## src/rtl/vect_pkg.sv

```systemverilog
// Shared vector-unit types: the decoded arithmetic instruction handed from decode to the lanes.
package vect_pkg;

  typedef struct packed {
    logic [3:0] op;
    logic [4:0] vd;
    logic [4:0] vs1;
    logic [4:0] vs2;
    logic       masked;
  } arithm_instr_t;

endpackage

```

## src/rtl/lane_seq.sv

```systemverilog
// Lane sequencer: FIFO of decoded instructions broadcast one at a time to LANES lanes.
// Define LANE_SEQ_WDT_EN to build the WAIT watchdog that sets sticky err_o and forces retirement.
module lane_seq
  import vect_pkg::*;
#(
  parameter int DATA_WIDTH = 32,
  parameter int LANES      = 4,
  parameter int DEPTH      = 4,
  parameter int WDT_CYCLES = 1024
) (
  input  logic                       clk_i,
  input  logic                       resetn_i,
  input  logic                       instr_valid_i,
  input  arithm_instr_t              instr_i,
  input  logic [DATA_WIDTH-1:0]      rs1_i,
  output logic                       instr_ready_o,
  output logic                       lane_instr_req_o,
  output logic                       lane_instr_valid_o,
  output arithm_instr_t              lane_instr_o,
  output logic [DATA_WIDTH-1:0]      lane_rs1_o,
  input  logic [LANES-1:0]           lane_ready_i,
  output logic                       done_o,
  output logic                       busy_o,
  output logic [$clog2(DEPTH):0]     count_o,
  output logic                       err_o
);

  localparam int PW = $clog2(DEPTH);
  localparam int CW = PW + 1;

  typedef enum logic [1:0] {IDLE, ISSUE, WAIT, DONE} state_t;

  state_t                state;
  logic [LANES-1:0]      done_mask;
  logic                  req;
  logic                  valid;
  logic                  done;

  logic [PW-1:0]         wr_ptr;
  logic [PW-1:0]         rd_ptr;
  logic [CW-1:0]         count;
  arithm_instr_t         instr_mem [DEPTH];
  logic [DATA_WIDTH-1:0] rs1_mem   [DEPTH];

  logic                  push;
  logic                  pop;
  logic                  all_done;
  logic                  wdt_fire;

  // Full blocks a push even when a pop retires an entry in the same cycle.
  assign push     = instr_valid_i && (count != CW'(DEPTH));
  assign pop      = (state == DONE);
  assign all_done = &(done_mask | lane_ready_i);

  always_ff @(posedge clk_i or negedge resetn_i) begin
    if (!resetn_i) begin
      wr_ptr <= '0;
      rd_ptr <= '0;
      count  <= '0;
    end else begin
      if (push) wr_ptr <= wr_ptr + 1'b1;
      if (pop)  rd_ptr <= rd_ptr + 1'b1;
      case ({push, pop})
        2'b10:   count <= count + 1'b1;
        2'b01:   count <= count - 1'b1;
        default: count <= count;
      endcase
    end
  end

  always_ff @(posedge clk_i) begin
    if (push) begin
      instr_mem[wr_ptr] <= instr_i;
      rs1_mem[wr_ptr]   <= rs1_i;
    end
  end

  always_ff @(posedge clk_i or negedge resetn_i) begin
    if (!resetn_i) begin
      state     <= IDLE;
      done_mask <= '0;
      req       <= 1'b0;
      valid     <= 1'b0;
      done      <= 1'b0;
    end else begin
      req  <= 1'b0;
      done <= 1'b0;
      case (state)
        IDLE: begin
          if (count != '0) begin
            state <= ISSUE;
            req   <= 1'b1;
            valid <= 1'b1;
          end
        end
        ISSUE: begin
          state     <= WAIT;
          done_mask <= '0;
        end
        WAIT: begin
          done_mask <= done_mask | lane_ready_i;
          if (all_done || wdt_fire) begin
            state <= DONE;
            done  <= 1'b1;
          end
        end
        DONE: begin
          state <= IDLE;
          valid <= 1'b0;
        end
        default: state <= IDLE;
      endcase
    end
  end

`ifdef LANE_SEQ_WDT_EN
  localparam int WW = $clog2(WDT_CYCLES) + 1;

  logic [WW-1:0] wdt_cnt;
  logic          err;

  assign wdt_fire = (state == WAIT) && !all_done && (wdt_cnt == WW'(WDT_CYCLES - 1));

  always_ff @(posedge clk_i or negedge resetn_i) begin
    if (!resetn_i) begin
      wdt_cnt <= '0;
      err     <= 1'b0;
    end else begin
      if (state == ISSUE)     wdt_cnt <= '0;
      else if (state == WAIT) wdt_cnt <= wdt_cnt + 1'b1;
      if (wdt_fire) err <= 1'b1;
    end
  end

  assign err_o = err;
`else
  logic unused_wdt;
  assign unused_wdt = (WDT_CYCLES == 0);
  assign wdt_fire   = 1'b0;
  assign err_o      = 1'b0;
`endif

  assign instr_ready_o      = (count != CW'(DEPTH));
  assign lane_instr_req_o   = req;
  assign lane_instr_valid_o = valid;
  assign done_o             = done;
  assign busy_o             = (state != IDLE) || (count != '0);
  assign count_o            = count;
  // Head stays put until DONE pops it, so lanes may keep reading rs1 during execution.
  assign lane_instr_o       = (count != '0) ? instr_mem[rd_ptr] : '0;
  assign lane_rs1_o         = (count != '0) ? rs1_mem[rd_ptr]   : '0;

endmodule
```

## config.mk

```make
export PLATFORM = sky130hd
export DESIGN_NAME = lane_seq
export DESIGN_NICKNAME = d
export VERILOG_FILES = /design/src/rtl/vect_pkg.sv /design/src/rtl/lane_seq.sv
export SDC_FILE = /design/constraint.sdc
export NUM_CORES = 1
export LEC_CHECK = 0
export BUFFER_PORTS_ARGS = -buffer_cell sky130_fd_sc_hd__buf_4
export CAP_MARGIN = 15
export CORE_MARGIN = 5
export CORE_UTILIZATION = 51
export DETAILED_ROUTE_END_ITERATION = 6
export GPL_ROUTABILITY_DRIVEN = 0
export HOLD_SLACK_MARGIN = 0.03
export PLACE_DENSITY = 0.75
export SLEW_MARGIN = 20
export SYNTH_ARGS = -nofsm -noshare
export SYNTH_HDL_FRONTEND = slang
export SYNTH_SLANG_ARGS = --single-unit
export TNS_END_PERCENT = 50
```

## constraint.sdc

```tcl
create_clock -name clk_i -period 2 [get_ports clk_i]
set_clock_uncertainty 0.1 [all_clocks]
set_input_delay 0.1 -clock clk_i [delete_from_list [all_inputs] [get_ports clk_i]]
set_output_delay 0.1 -clock clk_i [all_outputs]
set_load 0.02 [all_outputs]
```

==> impl_metrics.yaml <==
run:
  cap_viol_max_count: 0
logic_synthesis:
  ys_async_sr_fraction_pct: 7.143
  syn_area_um2: 8710
  ys_warn_count: 0
  syn_inst: 404
  syn_nets: 472
  synth-seq-cells: 224
  synth_ff_type: "edfxtp_1"
  synth-edff-count: 208
  ys_types: 33
  yosysSeqAreaShare_pct: 76.31
  avgSynthCellArea_um2: 21.56
power_and_ir_drop:
  intPower_mw: 12.69
  pwr-share-clk_pct: 21.7
  cellPowerDensity_nw_per_um2: 1592
  power_leakage_nw: 4.285
  switching_share_pct: 32.08
  p_comb_share_pct: 43.3
  peakVddDrop_uv: 1079
  power_frac_seq_pct: 35.0
  total_power_mw: 18.69
  switchingPower_mw: 5.994
final_layout:
  final_cell_mix: "edfxtp_1 (208), buf_4 (115), dlygate4sd3_1 (59)"
  fin_nets: 689
  flow.area_growth_from_synthesis_pct: 34.77
  finish.utilization_pct: 70.53
  fin_cells: 859
  final_common_cell: "edfxtp_1"
  fill_cells: 1026
  stdcell_area_um2: 11740
  drive_gt1_share_pct: 42.70
run_status:
  violations: "setup timing"
  status: "finished with violations"
routing:
  vias: 4538
  firstDrtPassIters: 4
  avgRoutedWirePerCell_um: 20.80
  drc_errors: 0
  drt_iter0_drc: 227
  drtAntennaViolNets: 0
  post_drt_via_cell_ratio: 5.283
  routed_wirelength_um: 17870
die:
  ios: 120
  die_area_um2: 19790
  dieHeight_um: 140.7
  start_util_pct: 52.33
  die_x_um: 140.7
  coreArea_um2: 16640
  fp-row-count: 47
cts:
  cts_buffers: 23
  path_clk_slew_ns: 0.06
  cts.path.max_buffers: 3
  cts_tree: "yes"
  cts.sink_count: 224
  clkLatencyLatePin_ns: 0.50
  ctsRootBufferMaster: "clkbuf_16"
  cts_max_level: 1
grt:
  grt.total_usage_pct: 17.06
  grt_pass1_wl_um: 26550
  grt_start_max_net_pins: 37
  grt-ovfl-total: 0
  grt_pass1_vias: 4854
  antenna_found_initial: 1
sta:
  timing.final.ws_setup_ns: -0.2711
  worstMarginPinSlew_ns: 0.7359
  slew_viol_final: 0
  hold_viol: 0
  slew_headroom_pct: 50.78
  setup_viol: 54
  period_needed_ns: 2.271
  hold_slack_ns: 0.2310
  timing.setup.tns_ns: -13.00
  post-route-period-util_pct: 113.6
  fmax_ghz: 0.4403
  rsz0062_at_grt: "yes"
min_path:
  whs_path_depth: 2
  min_path_type: "input pin to flip-flop"
worst_setup_path:
  startpoint_type: "flip-flop"
  cp_max_fo: 6
  cp.required_ns: 1.80
  end_kind: "output pin"
  critPathArrivalTime_ns: 2.07
  ff2ff_path_depth: 6
  worstSetupPathType: "flip-flop to output pin"
place:
  port_buffers: 118
  dpl-instance-area_um2: 10080
  dpl_worst_slack_ns: -0.03402
  hpwl_um: 9949
  dp_cells: 745
[registers in the layout, indices dropped and copies added (netlist names), 2 cells and up]
name,cells
rs1_mem,128
instr_mem,80
done_mask,4
count_o,3
rd_ptr,2
state,2
wr_ptr,2
[worst max-delay path, stage by stage, from the launching register on]
cell	delay, ns
dfrtp_4	0.47
buf_12	0.13
buf_6	0.16
mux4_2	0.50
nor2b_1	0.14
buf_4	0.17
[cells by family (layout without fill, tap and decap cells)]
logic type,count (synthesis),in the layout,share of synthesized area (%)
simple gates,73,73,5.229
mux,56,56,13.98
xor+xnor,6,6,0.6034
buf+inv,25,258,1.695
compound gates,10,10,0.7616
fa+ha+maj,9,9,1.379
other cells,1,3,0.04306
flops,224,224,76.31
[metal layers]
| layer | wire length, um | vias up | global-route usage [%] | part of all wire [%] |
|---|---|---|---|---|
| li1 | - | 2048 | - | - |
| met5 | 0 | - | 0 | 0 |
| met4 | 281 | 0 | 4.895 | 1.6 |
| met2 | 9633 | 115 | 29.94 | 54 |
| met3 | 845 | 22 | 3.014 | 4.7 |
| met1 | 7105 | 2353 | 22.06 | 40 |
[final timing paths]
path,from,end,slack [ns]
worst max-delay path,rd_ptr[0],lane_rs1_o[28],-0.27
worst min-delay path,rs1_i[22],rs1_mem[0][22],0.23
worst max register to register,count_o[1],count_o[1],-0.02
worst min register to register,done_mask[0],done_mask[0],0.40
max in group asynchronous,resetn_i,rd_ptr[0],0.62
min in group asynchronous,resetn_i,count_o[1],0.64
[power by group through the flow]
stage	registers [mW]	logic [mW]	clock network, mW
floorplan	6.61	4.40	0
global placement	6.54	7.09	0
detailed placement	6.62	7.18	0
CTS	6.53	7.33	4.12
global route	6.61	8.65	4.33
finish	6.54	8.09	4.06
[cells in the mapped netlist (all sizes together) (2+ instances only)]
library cell / n / area [um2]
edfxtp: 208 / 6246
buf: 14 / 106.3
and3: 5 / 36.29
mux2i: 2 / 20.02
xor2: 2 / 17.52
o22a: 2 / 17.52
mux4: 52 / 1171
ha: 8 / 100.1
mux2: 2 / 26.27
nand2: 3 / 11.26
dfrtp: 16 / 400.4
clkbuf: 5 / 18.77
inv: 6 / 22.52
a21oi: 4 / 20.02
nor2: 5 / 18.77
nor2b: 54 / 337.8
xnor2: 4 / 35.03
[final cells by class]
| cell class | instances | area [um2] | share of cell area (%) |
|---|---|---|---|
| multi-input cells | 155 | 2016 | 17.17 |
| clock inverters | 17 | 133.9 | 1.141 |
| flip-flops and latches | 224 | 6656 | 56.71 |
| diodes | 2 | 5.005 | 0.04264 |
| clock buffers | 24 | 579.3 | 4.936 |
| inverters | 6 | 22.52 | 0.1919 |
| repair buffers | 211 | 2049 | 17.46 |
| well taps | 220 | 275.3 | 2.345 |
[repair_timing]
action	in CTS	in global routing
hold buffers	59	0
pin swaps	2	1
resized for setup	5	43
setup endpoints to repair	54	55
endpoints found under the hold margin	232	0
cloned	0	6
buffers inserted	0	6
No activity file was read; power rests on OpenSTA's default activity.
